==> src/rtl/bg_tile_fetch.sv <==
// Background tile fetcher: for each tile of a scanline, reads the nametable, attribute,
// pattern and palette bytes from VRAM, then hands them to an 8-pixel renderer and waits for it.
module bg_tile_fetch #(
    parameter int NUM_TILES = 32
) (
    input  logic        clk,
    input  logic        rst,
    input  logic        start,
    input  logic [8:0]  scanline,
    input  logic [1:0]  nt_sel,
    input  logic        pt_sel,
    output logic [13:0] vram_addr,
    output logic        vram_rd_en,
    input  logic [7:0]  vram_rdata,
    output logic [8:0]  vga_start_row,
    output logic [8:0]  vga_start_col,
    output logic [7:0]  pattern_low,
    output logic [7:0]  pattern_high,
    output logic [7:0]  color_1,
    output logic [7:0]  color_2,
    output logic [7:0]  color_3,
    output logic        render_start,
    input  logic        render_busy,
    output logic        busy,
    output logic        done
);

    // state    | meaning
    // IDLE     | waiting for start
    // FETCH    | 7 reads (NT, AT, PLO, PHI, C1..C3), each issue + capture cycle
    // DISPATCH | render_start pulse for the fetched tile
    // WAIT_HI  | waiting for the renderer to report busy
    // WAIT_LO  | waiting for the renderer to finish
    // DONE     | one-cycle done pulse, then back to IDLE
    typedef enum logic [2:0] {IDLE, FETCH, DISPATCH, WAIT_HI, WAIT_LO, DONE} state_t;

    localparam logic [4:0] LAST_COL = 5'(NUM_TILES - 1);

    state_t      state;
    logic [7:0]  sl_q;
    logic [1:0]  nt_q;
    logic        pt_q;
    logic [4:0]  col;
    logic [4:0]  col_nxt;
    logic [2:0]  rd_idx;
    logic        phase;
    logic [7:0]  nt_byte;
    logic [7:0]  at_byte;
    logic [1:0]  pal;
    logic [13:0] next_addr;

    function automatic logic [13:0] nt_addr(input logic [4:0] row, input logic [1:0] nt,
                                            input logic [4:0] c);
        return {2'b10, nt, row, c};
    endfunction

    function automatic logic [7:0] rev8(input logic [7:0] d);
        logic [7:0] r;
        for (int i = 0; i < 8; i++) r[i] = d[7 - i];
        return r;
    endfunction

    assign col_nxt = col + 5'd1;

    always_comb begin
        pal = 2'd0;
        case ({sl_q[4], col[1]})
            2'b00:   pal = at_byte[1:0];
            2'b01:   pal = at_byte[3:2];
            2'b10:   pal = at_byte[5:4];
            default: pal = at_byte[7:6];
        endcase
    end

    // Address of the read that follows the one captured at rd_idx.
    always_comb begin
        next_addr = 14'd0;
        case (rd_idx)
            3'd0:    next_addr = {2'b10, nt_q, 4'b1111, sl_q[7:5], col[4:2]};
            3'd1:    next_addr = {1'b0, pt_q, nt_byte, 1'b0, sl_q[2:0]};
            3'd2:    next_addr = {1'b0, pt_q, nt_byte, 1'b1, sl_q[2:0]};
            3'd3:    next_addr = {6'h3F, 4'h0, pal, 2'd1};
            3'd4:    next_addr = {6'h3F, 4'h0, pal, 2'd2};
            default: next_addr = {6'h3F, 4'h0, pal, 2'd3};
        endcase
    end

    always_ff @(posedge clk or negedge rst) begin
        if (!rst) begin
            state         <= IDLE;
            sl_q          <= '0;
            nt_q          <= '0;
            pt_q          <= 1'b0;
            col           <= '0;
            rd_idx        <= '0;
            phase         <= 1'b0;
            nt_byte       <= '0;
            at_byte       <= '0;
            vram_addr     <= '0;
            vram_rd_en    <= 1'b0;
            vga_start_row <= '0;
            vga_start_col <= '0;
            pattern_low   <= '0;
            pattern_high  <= '0;
            color_1       <= '0;
            color_2       <= '0;
            color_3       <= '0;
            render_start  <= 1'b0;
            busy          <= 1'b0;
            done          <= 1'b0;
        end else begin
            case (state)
                IDLE: begin
                    if (start) begin
                        sl_q          <= scanline[7:0];
                        nt_q          <= nt_sel;
                        pt_q          <= pt_sel;
                        col           <= '0;
                        rd_idx        <= '0;
                        phase         <= 1'b0;
                        busy          <= 1'b1;
                        vga_start_row <= scanline;
                        vga_start_col <= '0;
                        if (scanline >= 9'd240) begin
                            state <= DONE;
                            done  <= 1'b1;
                        end else begin
                            state      <= FETCH;
                            vram_rd_en <= 1'b1;
                            vram_addr  <= nt_addr(scanline[7:3], nt_sel, 5'd0);
                        end
                    end
                end
                FETCH: begin
                    if (!phase) begin
                        vram_rd_en <= 1'b0;
                        phase      <= 1'b1;
                    end else begin
                        phase <= 1'b0;
                        case (rd_idx)
                            3'd0:    nt_byte      <= vram_rdata;
                            3'd1:    at_byte      <= vram_rdata;
                            3'd2:    pattern_low  <= rev8(vram_rdata);
                            3'd3:    pattern_high <= rev8(vram_rdata);
                            3'd4:    color_1      <= vram_rdata;
                            3'd5:    color_2      <= vram_rdata;
                            default: color_3      <= vram_rdata;
                        endcase
                        if (rd_idx == 3'd6) begin
                            state        <= DISPATCH;
                            render_start <= 1'b1;
                        end else begin
                            rd_idx     <= rd_idx + 3'd1;
                            vram_rd_en <= 1'b1;
                            vram_addr  <= next_addr;
                        end
                    end
                end
                DISPATCH: begin
                    render_start <= 1'b0;
                    state        <= WAIT_HI;
                end
                WAIT_HI: begin
                    if (render_busy) state <= WAIT_LO;
                end
                WAIT_LO: begin
                    if (!render_busy) begin
                        if (col == LAST_COL) begin
                            state <= DONE;
                            done  <= 1'b1;
                        end else begin
                            col           <= col_nxt;
                            vga_start_col <= {1'b0, col_nxt, 3'b000};
                            rd_idx        <= '0;
                            vram_rd_en    <= 1'b1;
                            vram_addr     <= nt_addr(sl_q[7:3], nt_q, col_nxt);
                            state         <= FETCH;
                        end
                    end
                end
                DONE: begin
                    done  <= 1'b0;
                    busy  <= 1'b0;
                    state <= IDLE;
                end
                default: state <= IDLE;
            endcase
        end
    end

endmodule

==> config.mk <==
export PLATFORM = sky130hd
export DESIGN_NAME = bg_tile_fetch
export DESIGN_NICKNAME = d
export VERILOG_FILES = /design/src/rtl/bg_tile_fetch.sv
export SDC_FILE = /design/constraint.sdc
export NUM_CORES = 1
export LEC_CHECK = 0
export CAP_MARGIN = 20
export CORE_ASPECT_RATIO = 2
export CORE_MARGIN = 5
export CORE_UTILIZATION = 50
export CTS_BUF_LIST = sky130_fd_sc_hd__clkbuf_4 sky130_fd_sc_hd__clkbuf_8
export CTS_CLUSTER_SIZE = 20
export DETAILED_ROUTE_END_ITERATION = 6
export PLACE_DENSITY = 0.9
export SLEW_MARGIN = 20
export SYNTH_ARGS = -nofsm -noshare
export SYNTH_HDL_FRONTEND = slang
export SYNTH_SLANG_ARGS = --single-unit
==> constraint.sdc <==
create_clock -name clk -period 6.5 [get_ports clk]
set_input_delay 0.65 -clock clk [delete_from_list [all_inputs] [get_ports clk]]
set_output_delay 0.65 -clock clk [all_outputs]
set_load 0.005 [all_outputs]
== Yosys cells after proc, flatten, opt, wreduce, memory -nomap -nowiden ==
Cells that the tools add are included.
W data, S select, Z words.

* Input bits: 24
* Flip-flop bits (word level): 115
* Output and inout port bits: 76
* Word-level logic and storage cells: 128

* Muxes and demuxes: 51
* Eq/ne operators: 25
* Add/subtract/negate cells: 2
* Bitwise operators: 1
* Reductions and logical operators: 27
* Magnitude comparators: 1

{| class="wikitable"
|+ Operator list
! kind !! number
|-
| $mux W14 || 6
|-
| $pmux W14 S5 || 1
|-
| $pmux W14 S3 || 1
|-
| $mux W3 || 12
|-
| $mux W9 || 3
|-
| $reduce_and A3 Y1 || 8
|-
| $ne A2 B2 Y1 const B || 10
|-
| $pmux W9 S2 || 1
|-
| $eq A3 B3 Y1 const B || 5
|-
| $mux W1 || 15
|-
| $mux W5 || 3
|-
| $pmux W3 S5 || 1
|-
| $eq A3 B2 Y1 const B || 4
|-
| $reduce_and A6 Y1 || 2
|-
| $pmux W5 S2 || 1
|-
| $reduce_and A5 Y1 || 2
|-
| $ge A9 B8 Y1 const B || 1
|-
| $pmux W3 S3 || 1
|-
| $reduce_bool A2 Y1 || 4
|-
| $reduce_and A7 Y1 || 1
|-
| $eq A3 B1 Y1 const B || 2
|-
| $logic_not A3 Y1 || 2
|-
| $pmux W1 S2 || 3
|-
| $pmux W1 S3 || 2
|-
| other kinds (13) || 16
|}

== Longest topological paths before layout ==
* Depth in word-level cells: 6
* Mapped depth: 8
* Mapped depth without buffers: 7

== Least setup slack after synthesis ==
Ideal clock, no wire load.

* Path kind: reg2reg
* From: register vga_start_col[4] (netlist name)
* To: register vram_addr[2]
* Buffers on the path: 1
* Data required time: 6.375 ns
* Clock period less this slack: 2.309 ns
* Setup time: 0.125 ns
* Slack: 4.191 ns
* Data arrival time: 2.184 ns
* Stages on the path, launching flop included: 9
* Path through: dfrtp_1 ha_1 and3_1 ha_1 nor4b_2 o21ai_2 a31oi_4 buf_6 mux2_2

{| class="wikitable"
|+ RTL lines
! item !! line !! RTL
|-
| end signal, assigned || 130 || <nowiki>vram_addr <= nt_addr(scanline[7:3], nt_sel, 5'd0);</nowiki>
|-
| end signal, assigned || 155 || <nowiki>vram_addr <= next_addr;</nowiki>
|-
| end signal, assigned || 176 || <nowiki>vram_addr <= nt_addr(sl_q[7:3], nt_q, col_nxt);</nowiki>
|-
| end, declared || 12 || <nowiki>output logic [13:0] vram_addr,</nowiki>
|}

== Final worst setup path ==
* From: register state[0]
* To: register pattern_high[7]

* Word-level cells in the longest chain between the ends: 2

{| class="wikitable"
|+ RTL lines
! item !! line !! RTL
|-
| start, declared || 39 || <nowiki>state_t state;</nowiki>
|-
| start signal, assigned || 90 || <nowiki>state <= IDLE;</nowiki>
|-
| start signal, assigned || 125 || <nowiki>state <= DONE;</nowiki>
|-
| start signal, assigned || 128 || <nowiki>state <= FETCH;</nowiki>
|-
| $eq A3 B1 Y1 || 112 || <nowiki>case (state)</nowiki>
|-
| $reduce_and A3 Y1 (no source line) || n/a ||
|-
| end signal, assigned || 144 || <nowiki>3'd3: pattern_high <= rev8(vram_rdata);</nowiki>
|-
| end, declared || 18 || <nowiki>output logic [7:0] pattern_high,</nowiki>
|}

Every way passes these cells.
A chain may end at the register's enable or synchronous reset.

==> results.toml <==
[outcome]
status = "completed"

[worst_setup_path]
crit_chain = "nor3b_2 -> nand3_1 -> mux2_2"
cp.depth = 3
ff2ff_setup_slack_ns = 3.84
critPathBufInv = 0
cp.arrival_ns = 2.93
critPathLaunch = "state[0]$_DFFE_PN0P_"
max_stage_delay_ns = 0.75
r2r_end = "pattern_high[7]$_DFFE_PN0P_"
crit_fanout = 19
ff2ff_path_depth = 3
crit_path_start_kind = "register"
reg2reg_from = "state[0]$_DFFE_PN0P_"
cp_top_family = "simple AND/OR/NAND/NOR gates"
path_class = "reg -> reg"
end_kind = "register"
required_ns = 6.77
slowest_stage = "nor3b_2"

[cells_and_area]
final_common_cell = "dfrtp_1"
drive_above_1_share_pct = 24.1
synthToLayoutAreaGrowth_pct = 24.4
fillCellCount = 686
layout_common_cells = "dfrtp_1, clkdlybuf4s50_1, mux2_2, o21ai_0, nand2_1"
post-route-cell-area_um2 = 5780
n_antenna_cell = 0
layout.nets = 487
multi_input_area_um2 = 2000
seq_area_um2 = 2450
final_util_pct = 64.1

[timing]
fin_crit_sh_pct = 40.9
holdWs_ns = 0.269
final_max_slew_viol_count = 0
fin_skew_ns = 0.0107
min_period_ns = 2.66
max_freq_ghz = 0.376
tightest_slew_ns = 0.789
setup_viol = 0
rsz0062_at_grt = "no"
fin_setup_tns_ns = 0
finalHoldViolCount = 0
slew_headroom_pct = 47.2

[pwr]
power.internal_uw = 1820
switching_share_pct = 34.5
ir_drop_mv = 0.275
power_density_nw_per_um2 = 481
combPwrFrac_pct = 46.6
total_power_uw = 2780
switchingPower_uw = 959
clkPwrFrac_pct = 13.5
power_leakage_uw = 0.00240
p_seq_share_pct = 39.9

[die]
rows = 49
coreArea_um2 = 9010
die-area_um2 = 11400
die_y_um = 146
start_util_pct = 51.5
die_x_um = 78.1
ios = 100

[synthesis]
synth_edf_count = 0
synth_top_cell_by_area = "dfrtp_1"
ys.warnings.count = 0
synth_xor_xnor_area_share_pct = 0.189
synthAdderAreaFrac_pct = 1.89
ys_ff_latch = 98
ys_types = 59
async_flop_share_pct = 100
synthFlopType = "dfrtp_1"
synth-simple-area-share_pct = 8.14
syn_inst = 368
synth_area_leaders = "dfrtp_1, mux2_2, o21ai_0"
syn_area_um2 = 4640
synth_area_per_cell_um2 = 12.6
synth_top_area_share_pct = 52.8
synth_compound_area_share_pct = 11.6
synth_top_family_by_area = "multiplexers"
synth_mux_area_share_pct = 21.1
synth_seq_area_share_pct = 52.8

[detailed_routing]
avgRoutedWirePerCell_um = 20.7
vias = 3361
first_pass_iters = 5
drt_iter0_drc = 336
routed_wl_mm = 11.6
drcViolationCount = 0
vias_per_cell = 5.97
postRouteAntennaNets = 0

[clocking]
root_buffer = "clkbuf_8"
clk_latency_ns = 0.38
cts_sinks = 98
clock_path_buffers = 2
holdBufCountCts = 0
cts_tree = "built"
post_cts_buffers = 0
cts_resized = 0
cts_buffers = 9
htreeDepth = 3
clk_pin_slew_ns = 0.09

[global_routing]
antenna_found_initial = 0
overflow = 0
grt_usage_pct = 21.5
grt_pass1_wl_mm = 19.1
grt_max_degree = 51
grt_pass1_vias = 3563

[placement]
gp_congestion = 0.928
placed_area_um2 = 5590
port_buffers = 95
place_hpwl_mm = 8.64

[job]
cap_violations = 0

[hold_path]
worst_hold_path_type = "in -> async"
-- through the flow --
step | worst slack, ns | instances
6_report | 3.84 | 563
5_1_grt | 3.64 | 563
3_3_place_gp | 3.91 | 547
4_1_cts | 3.83 | 563
2_1_floorplan | 4.19 | 371
3_5_place_dp | 3.85 | 547
-- state kept, by name (all words and copies together), names as in the netlist, 5 cells and up --
| name | flops |
|---|---|
| vram_addr | 14 |
| vga_start_row | 9 |
| at_byte | 8 |
| color_1 | 8 |
| color_2 | 8 |
| color_3 | 8 |
| nt_byte | 8 |
| pattern_high | 8 |
| pattern_low | 8 |
| vga_start_col | 5 |
-- logic make-up after synthesis --
kind of cell    count (synthesis)
flops                          98
buf+inv                        35
compound gates                 75
fa+ha+maj                       7
mux                            85
simple gates                   66
other cells                     1
xor+xnor                        1
-- per-layer routing --
| metal | part of all wire, % | vias up | track usage (%) |
|---|---|---|---|
| li1 | - | 1512 | - |
| met1 | 36 | 1668 | 24.0 |
| met2 | 55 | 150 | 37.5 |
| met3 | 5.8 | 31 | 5.24 |
| met4 | 3.6 | 0 | 10.1 |
| met5 | 0 | - | 0 |
-- Yosys cell counts, types with 2 or more instances --
| cell type | count |
|---|---|
| a31oi_1 | 5 |
| nor2b_1 | 3 |
| ha_1 | 7 |
| nor3b_1 | 2 |
| and2_1 | 2 |
| dfrtp_1 | 98 |
| mux2_1 | 7 |
| nand2_1 | 20 |
| a31o_2 | 2 |
| nand4_2 | 2 |
| clkbuf_1 | 4 |
| buf_4 | 7 |
| nand2b_1 | 4 |
| nor3_1 | 3 |
| buf_2 | 8 |
| o31ai_1 | 2 |
| a21oi_1 | 12 |
| mux4_2 | 2 |
| buf_6 | 4 |
| o21ai_0 | 23 |
| inv_1 | 12 |
| nor2_1 | 6 |
| a41oi_1 | 3 |
| and3_1 | 2 |
| o32ai_1 | 2 |
| mux2_2 | 74 |
| nand2_2 | 3 |
| nand3_1 | 9 |
| a221o_1 | 8 |
| or3_1 | 2 |
| mux2i_1 | 2 |
-- worst reg2reg max path: stages (launching register included) --
cell and delay (ns):
dfrtp_1 0.71, nor3b_2 0.76, nand3_1 0.61, mux2_2 0.47
-- area by class of cell --
type,instances,share of cell area [%]
inverters,12,0.780
flip-flops and latches,98,42.5
well taps,102,2.21
clock buffers,10,2.38
clock inverters,6,0.823
multi-input cells,238,34.7
repair buffers,97,16.7
-- power by group through the flow --
stage	registers (µW)	clock network (µW)	logic, µW
CTS	1100	382	1310
global route	1140	404	1400
finish	1110	375	1300
detailed placement	1110	0	1300
global placement	1100	0	1260
floorplan	1050	0	753
-- worst max path at each step --
| stage | to | slack, ns |
|---|---|---|
| floorplan | vram_addr[2]$_DFFE_PN0P_ | 4.19 |
| detailed placement | pattern_high[7]$_DFFE_PN0P_ | 3.85 |
| global route | pattern_high[7]$_DFFE_PN0P_ | 3.64 |
| CTS | pattern_high[7]$_DFFE_PN0P_ | 3.83 |
| finish | pattern_high[7]$_DFFE_PN0P_ | 3.84 |
| global placement | pattern_high[5]$_DFFE_PN0P_ | 3.91 |
No activity file was read; power rests on OpenSTA's default activity.
==> variant: new RTL, same flow settings <==
Register the inputs `start`, `scanline`, `nt_sel`, `pt_sel`, `vram_rdata` and `render_busy` before use. The logic sees them one clock later.
--- a/src/rtl/bg_tile_fetch.sv
+++ b/src/rtl/bg_tile_fetch.sv
@@ -38,2 +38,18 @@
 
+    logic start_q;
+    logic [8:0] scanline_q;
+    logic [1:0] nt_sel_q;
+    logic pt_sel_q;
+    logic [7:0] vram_rdata_q;
+    logic render_busy_q;
+
+    always_ff @(posedge clk) begin
+        start_q       <= start;
+        scanline_q    <= scanline;
+        nt_sel_q      <= nt_sel;
+        pt_sel_q      <= pt_sel;
+        vram_rdata_q  <= vram_rdata;
+        render_busy_q <= render_busy;
+    end
+
     state_t      state;
@@ -113,6 +129,6 @@
                 IDLE: begin
-                    if (start) begin
-                        sl_q          <= scanline[7:0];
-                        nt_q          <= nt_sel;
-                        pt_q          <= pt_sel;
+                    if (start_q) begin
+                        sl_q          <= scanline_q[7:0];
+                        nt_q          <= nt_sel_q;
+                        pt_q          <= pt_sel_q;
                         col           <= '0;
@@ -121,5 +137,5 @@
                         busy          <= 1'b1;
-                        vga_start_row <= scanline;
+                        vga_start_row <= scanline_q;
                         vga_start_col <= '0;
-                        if (scanline >= 9'd240) begin
+                        if (scanline_q >= 9'd240) begin
                             state <= DONE;
@@ -129,3 +145,3 @@
                             vram_rd_en <= 1'b1;
-                            vram_addr  <= nt_addr(scanline[7:3], nt_sel, 5'd0);
+                            vram_addr  <= nt_addr(scanline_q[7:3], nt_sel_q, 5'd0);
                         end
@@ -140,9 +156,9 @@
                         case (rd_idx)
-                            3'd0:    nt_byte      <= vram_rdata;
-                            3'd1:    at_byte      <= vram_rdata;
-                            3'd2:    pattern_low  <= rev8(vram_rdata);
-                            3'd3:    pattern_high <= rev8(vram_rdata);
-                            3'd4:    color_1      <= vram_rdata;
-                            3'd5:    color_2      <= vram_rdata;
-                            default: color_3      <= vram_rdata;
+                            3'd0:    nt_byte      <= vram_rdata_q;
+                            3'd1:    at_byte      <= vram_rdata_q;
+                            3'd2:    pattern_low  <= rev8(vram_rdata_q);
+                            3'd3:    pattern_high <= rev8(vram_rdata_q);
+                            3'd4:    color_1      <= vram_rdata_q;
+                            3'd5:    color_2      <= vram_rdata_q;
+                            default: color_3      <= vram_rdata_q;
                         endcase
@@ -163,6 +179,6 @@
                 WAIT_HI: begin
-                    if (render_busy) state <= WAIT_LO;
+                    if (render_busy_q) state <= WAIT_LO;
                 end
                 WAIT_LO: begin
-                    if (!render_busy) begin
+                    if (!render_busy_q) begin
                         if (col == LAST_COL) begin
Behaviour: not the same (a bounded check fails within 4 cycles, from zero or initial values and one cycle with rst low).
==> variant against the original RTL <==
  * Synthesized area rose by 12%
  * Clock power rose by 91%
  * Cell count rose by 14%
  * Non-clock buffer count did not move
  * Critical path type unchanged
  * Global-route usage rose by 2.2 points
  * Sequential cell count rose by 22
  * Routed wire length rose by 18%
  * Sequential power rose by 17%
  * First-iteration DRC count rose by 18%
  * Synthesized cell count rose by 8.7%
  * Largest cell class unchanged
  * Power rose by 23%
  * Setup slack got worse by 200 ps
  * Cell area rose by 14%
==> variant: results (changes against the original RTL) <==
Register Area 0.002893 mm2 (+18%); Placed Area 0.006177 mm2 (+10%); Clock buf/inv share 0.06496 (+0.03291); ratio of cells with drive above 1 in the final layout 0.2653 (+0.02457); vias per inst 5.909 (-1.0%); DP Cell Count 608 (+11%); Area growth syn-to-layout 27.47%; buffering overhead 0.1458 (-0.02094); crit-path leading delay family flip-flops; Top Registers vram_addr (14), scanline_q (9), vga_start_row (9); CP peak stage delay 870 ps (+120 ps); final-layout fill cell count 733 (+6.9%); inverters 11 (-1); pre-CTS WS 3701 ps (-147.1 ps); Routed WL per cell 21.43 um (+3.6%); met2 Track Usage GR 0.4107 (+0.03607); total iterations of the first detailed-routing run 7 (+2); HPWL after DPL 9.803 mm (+14%); met1 WL 4.547 mm (+9.0%); Layout clock buffers 19 (+9); cts bufs inserted 17 (+8); Leakage Power 2.803 nW (+17%); R2R setup slack 3640 ps (-200 ps); Commonest cells post-synth dfrtp_1 (98), mux2_2 (83), dfxtp_1 (22); fin util 0.6509 (+0.009905); fmax 349.4 MHz (-7.1%); outcome complete, no violations; Peak VDD IR 332.3 uV (+21%); worst skew pair latency 450 ps (+70 ps); met3 Usage GRT 0.05445 (+0.002045); largest cells by area after synthesis dfrtp_1 (47%), mux2_2 (18%), dfxtp_1 (8.5%), o21ai_0 (1.9%), ha_1 (1.7%); sequential area share after synthesis 0.5582 (+0.02988)
## variant: changes by cell type after synthesis, moves of 4 or more
cell | unedited run | this run
mux2_1 | 7 | 0
a31oi_1 | 5 | 1
a221oi_1 | 1 | 8
a211oi_1 | 0 | 6
clkbuf_1 | 4 | 8
nand3_2 | 0 | 4
mux2_2 | 74 | 83
nor2_1 | 6 | 14
a221o_1 | 8 | 3
nand3_1 | 9 | 4
a32oi_1 | 0 | 4
nand2_1 | 20 | 12
dfxtp_1 | 0 | 22
## variant: cell families after synthesis
kind of cell / Yosys count / share of synthesized area
simple gates: 66 / 0.07967
fa+ha+maj: 7 / 0.01690
compound gates: 78 / 0.1084
flops: 120 / 0.5582
buf+inv: 38 / 0.03670
mux: 89 / 0.1977
xor+xnor: 1 / 0.001690
other cells: 1 / 0.0007236
## variant: final timing paths
path                                            start                            to  cells past startpoint
worst max register to register   state[0]$_DFFE_PN0P_        color_3[6]$_DFFE_PN0P_                      3
min in group clk                scanline_q[2]$_DFF_P_  vga_start_row[2]$_DFFE_PN0P_                      1
max in group asynchronous                         rst      vram_addr[2]$_DFFE_PN0P_                      2
worst max-delay path             state[0]$_DFFE_PN0P_        color_3[6]$_DFFE_PN0P_                      3
worst min register to register  scanline_q[2]$_DFF_P_  vga_start_row[2]$_DFFE_PN0P_                      1
worst min-delay path                              rst        color_2[3]$_DFFE_PN0P_                      1
## variant: worst register-to-register path, stage by stage, from the launching register on
cell       delay, ps
dfrtp_1          870
nor3b_2          850
o2111ai_2        590
mux2_2           450
## variant: report_power, final
part	internal [mW]	switching (mW)	leakage (nW)
clock	0.402	0.313	0.201
combinational	0.817	0.581	1.22
sequential	1.03	0.274	1.38
